## config.mk

```make
export PLATFORM = sky130hd
export DESIGN_NAME = ngy_grid_probe_display
export DESIGN_NICKNAME = d
export VERILOG_FILES = /design/src/rtl/ngy_grid_probe_display.sv
export SDC_FILE = /design/constraint.sdc
export NUM_CORES = 2
export LEC_CHECK = 0
export BUFFER_PORTS_ARGS = -buffer_cell sky130_fd_sc_hd__buf_2
export CAP_MARGIN = 20
export CORE_AREA = 2 2 563 565
export CTS_CLUSTER_DIAMETER = 80
export CTS_CLUSTER_SIZE = 24
export DETAILED_ROUTE_END_ITERATION = 10
export DIE_AREA = 0 0 565 567
export SYNTH_ARGS = -nofsm -noshare
export SYNTH_HDL_FRONTEND = slang
export SYNTH_SLANG_ARGS = --single-unit
```

## constraint.sdc

```tcl
create_clock -name clk_74a -period 5.9 [get_ports clk_74a]
set_input_delay 0.59 -clock clk_74a [delete_from_list [all_inputs] [get_ports clk_74a]]
set_output_delay 0.59 -clock clk_74a [all_outputs]
set_load 0.01 [all_outputs]
```

## src/rtl/ngy_grid_probe_display.sv

```systemverilog
// ngy_grid_probe_display
// Renders NUM_CH packed probe words onto a GRID_ROWS x GRID_COLS pixel grid.
// One row is repainted per clock once a refresh tick starts a frame. The
// controller keys page through the channels and freeze the snapshot.
// frame_done pulses for one cycle after the last row of a frame is written.

module ngy_grid_probe_display #(
  parameter int GRID_ROWS   = 30,
  parameter int GRID_COLS   = 40,
  parameter int NUM_CH      = 8,
  parameter int CH_WIDTH    = 32,
  parameter int REFRESH_DIV = 64,
  parameter int PB_W        = (NUM_CH > 1) ? $clog2(NUM_CH) : 1
) (
  input  logic                             clk_74a,
  input  logic                             reset_n,
  input  logic [NUM_CH*CH_WIDTH-1:0]       probe_bus,
  input  logic                             key_up,
  input  logic                             key_down,
  input  logic                             key_freeze,
  output logic [0:GRID_ROWS*GRID_COLS-1]   grid_ram,
  output logic                             frozen,
  output logic [PB_W-1:0]                  page_base,
  output logic                             frame_done
);

  // Highest page_base that still fills every row with a real channel.
  localparam int MAXB = (NUM_CH > GRID_ROWS) ? (NUM_CH - GRID_ROWS) : 0;
  localparam int RW   = (GRID_ROWS > 1) ? $clog2(GRID_ROWS) : 1;
  localparam int CW   = (REFRESH_DIV > 1) ? $clog2(REFRESH_DIV) : 1;
  localparam int NPIX = GRID_ROWS * GRID_COLS;

  typedef enum logic [1:0] {
    ST_IDLE = 2'd0,
    ST_SCAN = 2'd1,
    ST_DONE = 2'd2
  } state_t;

  // Registered state and next-state values
  state_t                       state_q, state_d;
  logic [CW-1:0]                cnt_q, cnt_d;
  logic [RW-1:0]                row_q, row_d;
  logic [PB_W-1:0]              base_lat_q, base_lat_d;
  logic [NUM_CH*CH_WIDTH-1:0]   shadow_q, shadow_d;
  logic [0:NPIX-1]              grid_q, grid_d;
  logic                         frozen_q, frozen_d;
  logic [PB_W-1:0]              page_q, page_d;
  logic                         frame_done_q, frame_done_d;
  logic                         up_prev_q, down_prev_q, frz_prev_q;

  // Combinational helpers
  logic                         tick_s;
  logic                         up_press_s, down_press_s, frz_press_s;
  logic [31:0]                  ch_sum_s;
  logic [CH_WIDTH-1:0]          chan_s;
  logic [0:GRID_COLS-1]         row_data_s;

  assign tick_s       = (cnt_q == CW'(REFRESH_DIV - 1));
  assign up_press_s   = key_up & ~up_prev_q;
  assign down_press_s = key_down & ~down_prev_q;
  assign frz_press_s  = key_freeze & ~frz_prev_q;

  // Free-running refresh divider; wraps on the tick in every FSM state.
  always_comb begin
    cnt_d = cnt_q;
    if (tick_s) begin
      cnt_d = '0;
    end else begin
      cnt_d = cnt_q + CW'(1);
    end
  end

  // Key press handling: paging with saturation, freeze toggle.
  always_comb begin
    page_d   = page_q;
    frozen_d = frozen_q;
    if (down_press_s && !up_press_s) begin
      if (int'(page_q) < MAXB) begin
        page_d = page_q + PB_W'(1);
      end else begin
        page_d = page_q;
      end
    end else if (up_press_s && !down_press_s) begin
      if (page_q != '0) begin
        page_d = page_q - PB_W'(1);
      end else begin
        page_d = page_q;
      end
    end else begin
      page_d = page_q;
    end
    if (frz_press_s) begin
      frozen_d = ~frozen_q;
    end else begin
      frozen_d = frozen_q;
    end
  end

  // Frame sequencer: snapshot on tick, one row per clock, then strobe done.
  always_comb begin
    state_d      = state_q;
    row_d        = row_q;
    base_lat_d   = base_lat_q;
    shadow_d     = shadow_q;
    frame_done_d = 1'b0;
    case (state_q)
      ST_IDLE: begin
        if (tick_s) begin
          state_d    = ST_SCAN;
          row_d      = '0;
          base_lat_d = page_q;
          // A frozen display keeps repainting the previous snapshot.
          if (!frozen_q) begin
            shadow_d = probe_bus;
          end else begin
            shadow_d = shadow_q;
          end
        end else begin
          state_d = ST_IDLE;
        end
      end
      ST_SCAN: begin
        if (row_q == RW'(GRID_ROWS - 1)) begin
          state_d      = ST_DONE;
          frame_done_d = 1'b1;
        end else begin
          row_d = row_q + RW'(1);
        end
      end
      ST_DONE: begin
        state_d = ST_IDLE;
      end
      default: begin
        state_d = ST_IDLE;
      end
    endcase
  end

  // Pick the channel shown on the current row; rows past the last channel are blank.
  always_comb begin
    ch_sum_s = 32'(base_lat_q) + 32'(row_q);
    chan_s   = '0;
    for (int c = 0; c < NUM_CH; c++) begin
      if (ch_sum_s == 32'(c)) begin
        chan_s = shadow_q[c*CH_WIDTH +: CH_WIDTH];
      end else begin
        chan_s = chan_s;
      end
    end
  end

  // Build the row bitmap: channel MSB first, blank filler, frozen marker on row 0.
  always_comb begin
    row_data_s = '0;
    for (int k = 0; k < CH_WIDTH; k++) begin
      row_data_s[k] = chan_s[CH_WIDTH-1-k];
    end
    row_data_s[GRID_COLS-1] = (row_q == '0) && frozen_q;
  end

  // Grid write port: only the row under the scan pointer changes.
  always_comb begin
    grid_d = grid_q;
    if (state_q == ST_SCAN) begin
      grid_d[int'(row_q)*GRID_COLS +: GRID_COLS] = row_data_s;
    end else begin
      grid_d = grid_q;
    end
  end

  // State registers with synchronous active-low reset.
  always_ff @(posedge clk_74a) begin
    if (!reset_n) begin
      state_q      <= ST_IDLE;
      cnt_q        <= '0;
      row_q        <= '0;
      base_lat_q   <= '0;
      shadow_q     <= '0;
      grid_q       <= '0;
      frozen_q     <= 1'b0;
      page_q       <= '0;
      frame_done_q <= 1'b0;
      // Prev registers start high so a key held through reset is not a press.
      up_prev_q    <= 1'b1;
      down_prev_q  <= 1'b1;
      frz_prev_q   <= 1'b1;
    end else begin
      state_q      <= state_d;
      cnt_q        <= cnt_d;
      row_q        <= row_d;
      base_lat_q   <= base_lat_d;
      shadow_q     <= shadow_d;
      grid_q       <= grid_d;
      frozen_q     <= frozen_d;
      page_q       <= page_d;
      frame_done_q <= frame_done_d;
      up_prev_q    <= key_up;
      down_prev_q  <= key_down;
      frz_prev_q   <= key_freeze;
    end
  end

  assign grid_ram   = grid_q;
  assign frozen     = frozen_q;
  assign page_base  = page_q;
  assign frame_done = frame_done_q;

endmodule

```

==> results.toml <==
[pwr]
p_sw_w = 0.00480
pwr-share-seq_pct = 53.7
p_total_w = 0.0186
p_comb_share_pct = 3.0
power_density_nw_per_um2 = 250
clockPowerShare_pct = 43.3
p_leak_nw = 30.1
p_int_w = 0.0138
p_sw_share_pct = 25.8
ir_drop_mv = 0.216

[synth]
synthAdderAreaFrac_pct = 0.422
synth_compound_area_share_pct = 23.1
yosysSeqAreaShare_pct = 54.9
yosysWarnings = 0
synthSimpleGateAreaFrac_pct = 16.4
ys.flop_type = "dfxtp_1"
async_flop_share_pct = 0
synth_fp_nets = 6359
synthCells = 6081
syn_area_per_cell_sq_um = 8.87
synth-edff-count = 0
ys_seq_elements = 1480
synth_mux_area_share_pct = 2.18
synth_top_family_by_area = "compound AO/OA/AOI/OAI gates"
synth-xor-area-share_pct = 0.211
ys_types = 101
syn_area_sq_um = 54000

[hold_path]
min_path_type = "in -> reg"

[cts]
clkSinkCount = 1480
root_buffer = "clkbuf_16"
cts_buffers = 104
clk_latency_ps = 870
clk_pin_slew_ps = 90
ctsResizeCount = 0
cts_max_level = 3
clockBufferDepth = 4
cts_tree = "built"
cts_hold_repair.buffers = 244
post-cts-setup-buffers = 0

[setup_path]
worstSetupPathType = "reg -> reg"
worst_setup_path_start_kind = "flop"
cp.arrival_ps = 6070
critical_path.max_fanout = 27
cp-end-kind = "flop"
required_ps = 6690

[routing]
drt-wirelength-per-cell_um = 32.8
post-route-drc-count = 0
drt_iter0_drc = 5973
vias_per_cell = 4.67
dr.pass1.iters = 9
ant_nets = 0
vias = 56600
wirelength_um = 398000

[grt]
grt_use_total_pct = 23.7
grt_pass1_wl_um = 510000
grt-ovfl-total = 0
first_global_vias = 52100
busiest_layer = "met2"
grt_max_degree = 193
use_met3_pct = 6.61
met1_usage_pct = 28.3
antenna_found_initial = 75
grtUsageMet2_pct = 37.9

[sta]
clock.fmax_mhz = 189
final_max_slew_viol_count = 0
hold_viol_final = 0
rsz0062_at_grt = "false"
skew_ps = 73.3
setup_viol = 0
post-route-period-util_pct = 89.5
max-slew-margin-rel_pct = 19.6
min_period_ps = 5280
worst_pin_slew_ps = 1210
fin_setup_tns_ps = 0

[final_layout]
nets = 8164
mostFrequentLayoutCells = "dfxtp_1 (1,478), buf_2 (1,465), nand2_1 (1,240)"
multi_input_area_sq_um = 23300
fillers = 34400
final_common_cell = "dfxtp_1"
drive_gt1_share_pct = 27.0
final-seq-area_sq_um = 29600
area_delta_synth_final_pct = 37.9

[floorplan]
rows = 206
die_w_um = 565
die_h_um = 567
pin_count = 1466
die_area_sq_um = 320000
fp.coreArea_sq_um = 314000
start_util_pct = 17.2

[job]
cap_viol_max_count = 0

[place]
hpwl_um = 316000
io_buffer_count = 1465
finalWeightedCongestion = 0.993

[status]
status = "complete, no violations"
flip-flops by register name, indices dropped and copies added, names as in the netlist, 2 cells and up:
register and flops:
page_base 3, state_q 2, grid_ram 1200, row_q 5
cnt_q 6, base_lat_q 3, shadow_q 256
metal layers:
metal / part of all wire, % / up-vias
met5: 0 / -
met4: 7.0 / 0
met3: 9.5 / 753
met2: 44 / 3349
met1: 39 / 27500
li1: - / 25100
path summary, 6_finish.rpt:
check / start / end / slack [ps] / cells past startpoint
max: row_q[0] / grid_ram[724] / 620 / 10
min: probe_bus[27] / shadow_q[27] / 70 / 3
max reg2reg: row_q[0] / grid_ram[724] / 620 / 10
min reg2reg: grid_ram[164] / grid_ram[164] / 440 / 2
critical path, stage by stage (launching register included):
cell and delay, ps:
dfxtp_2 390, ha_4 200, fa_4 1040, nand2_1 370, nor4_4 400, buf_4 270
a221oi_1 150, a21oi_1 780, mux2_2 740, o2bb2ai_2 530, a32o_1 290
power by group through the flow:
stage                     Sequential [W]  Clock (W)  Combinational (W)
after global routing             0.00999    0.00856           0.000593
after global placement            0.0102          0           0.000417
after floorplan                   0.0102          0           0.000147
after detailed placement          0.0102          0           0.000417
after CTS                        0.00999    0.00825           0.000562
final                            0.00999    0.00806           0.000565
cell families (layout without fill, tap and decap cells):
kind of cell | after synthesis | in the layout
muxes | 88 | 88
other | 0 | 25
xor gates and xnor gates | 13 | 13
adders and majority gates | 17 | 17
AOI/OAI and AO/OA | 2035 | 2035
DFF | 1480 | 1480
and+or+nand+nor | 2081 | 2081
buffers and inverters | 367 | 2235
stage by stage:
step,util [%],hold slack (ps),instance area (sq um),instances,setup WS [ps]
floorplan,-,418,54000,6081,1850
global placement,21.7,421,68100,11700,594
detailed placement,21.8,426,68300,11700,897
CTS,23.7,1.03,74300,12100,837
global route,23.7,57.4,74400,12100,590
finish,23.7,67.9,74400,12100,619
cell usage after synthesis (all sizes together) (30+ instances only):
master | number | area [sq um]
a21oi | 602 | 3020
a22o | 175 | 1530
a22oi | 87 | 663
a31oi | 56 | 363
a32o | 34 | 340
and2 | 153 | 957
buf | 76 | 397
clkbuf | 272 | 1020
dfxtp | 1480 | 29600
mux2i | 47 | 503
nand2 | 1245 | 4680
nand3 | 79 | 395
nor2 | 381 | 1430
nor3 | 75 | 380
o21ai | 800 | 4020
o22ai | 30 | 213
layout make-up:
type                            count  share of cell area, %
Multi-Input combinational cell   4234                   31.3
Tap cell                         4160                   7.00
Clock buffer                      113                   3.61
Timing Repair Buffer             2047                   16.8
Sequential cell                  1480                   39.8
Clock inverter                     56                   1.22
Antenna cell                       25                 0.0841
Inverter                           19                  0.106
Note: power is estimated with default switching activity, not from simulation.
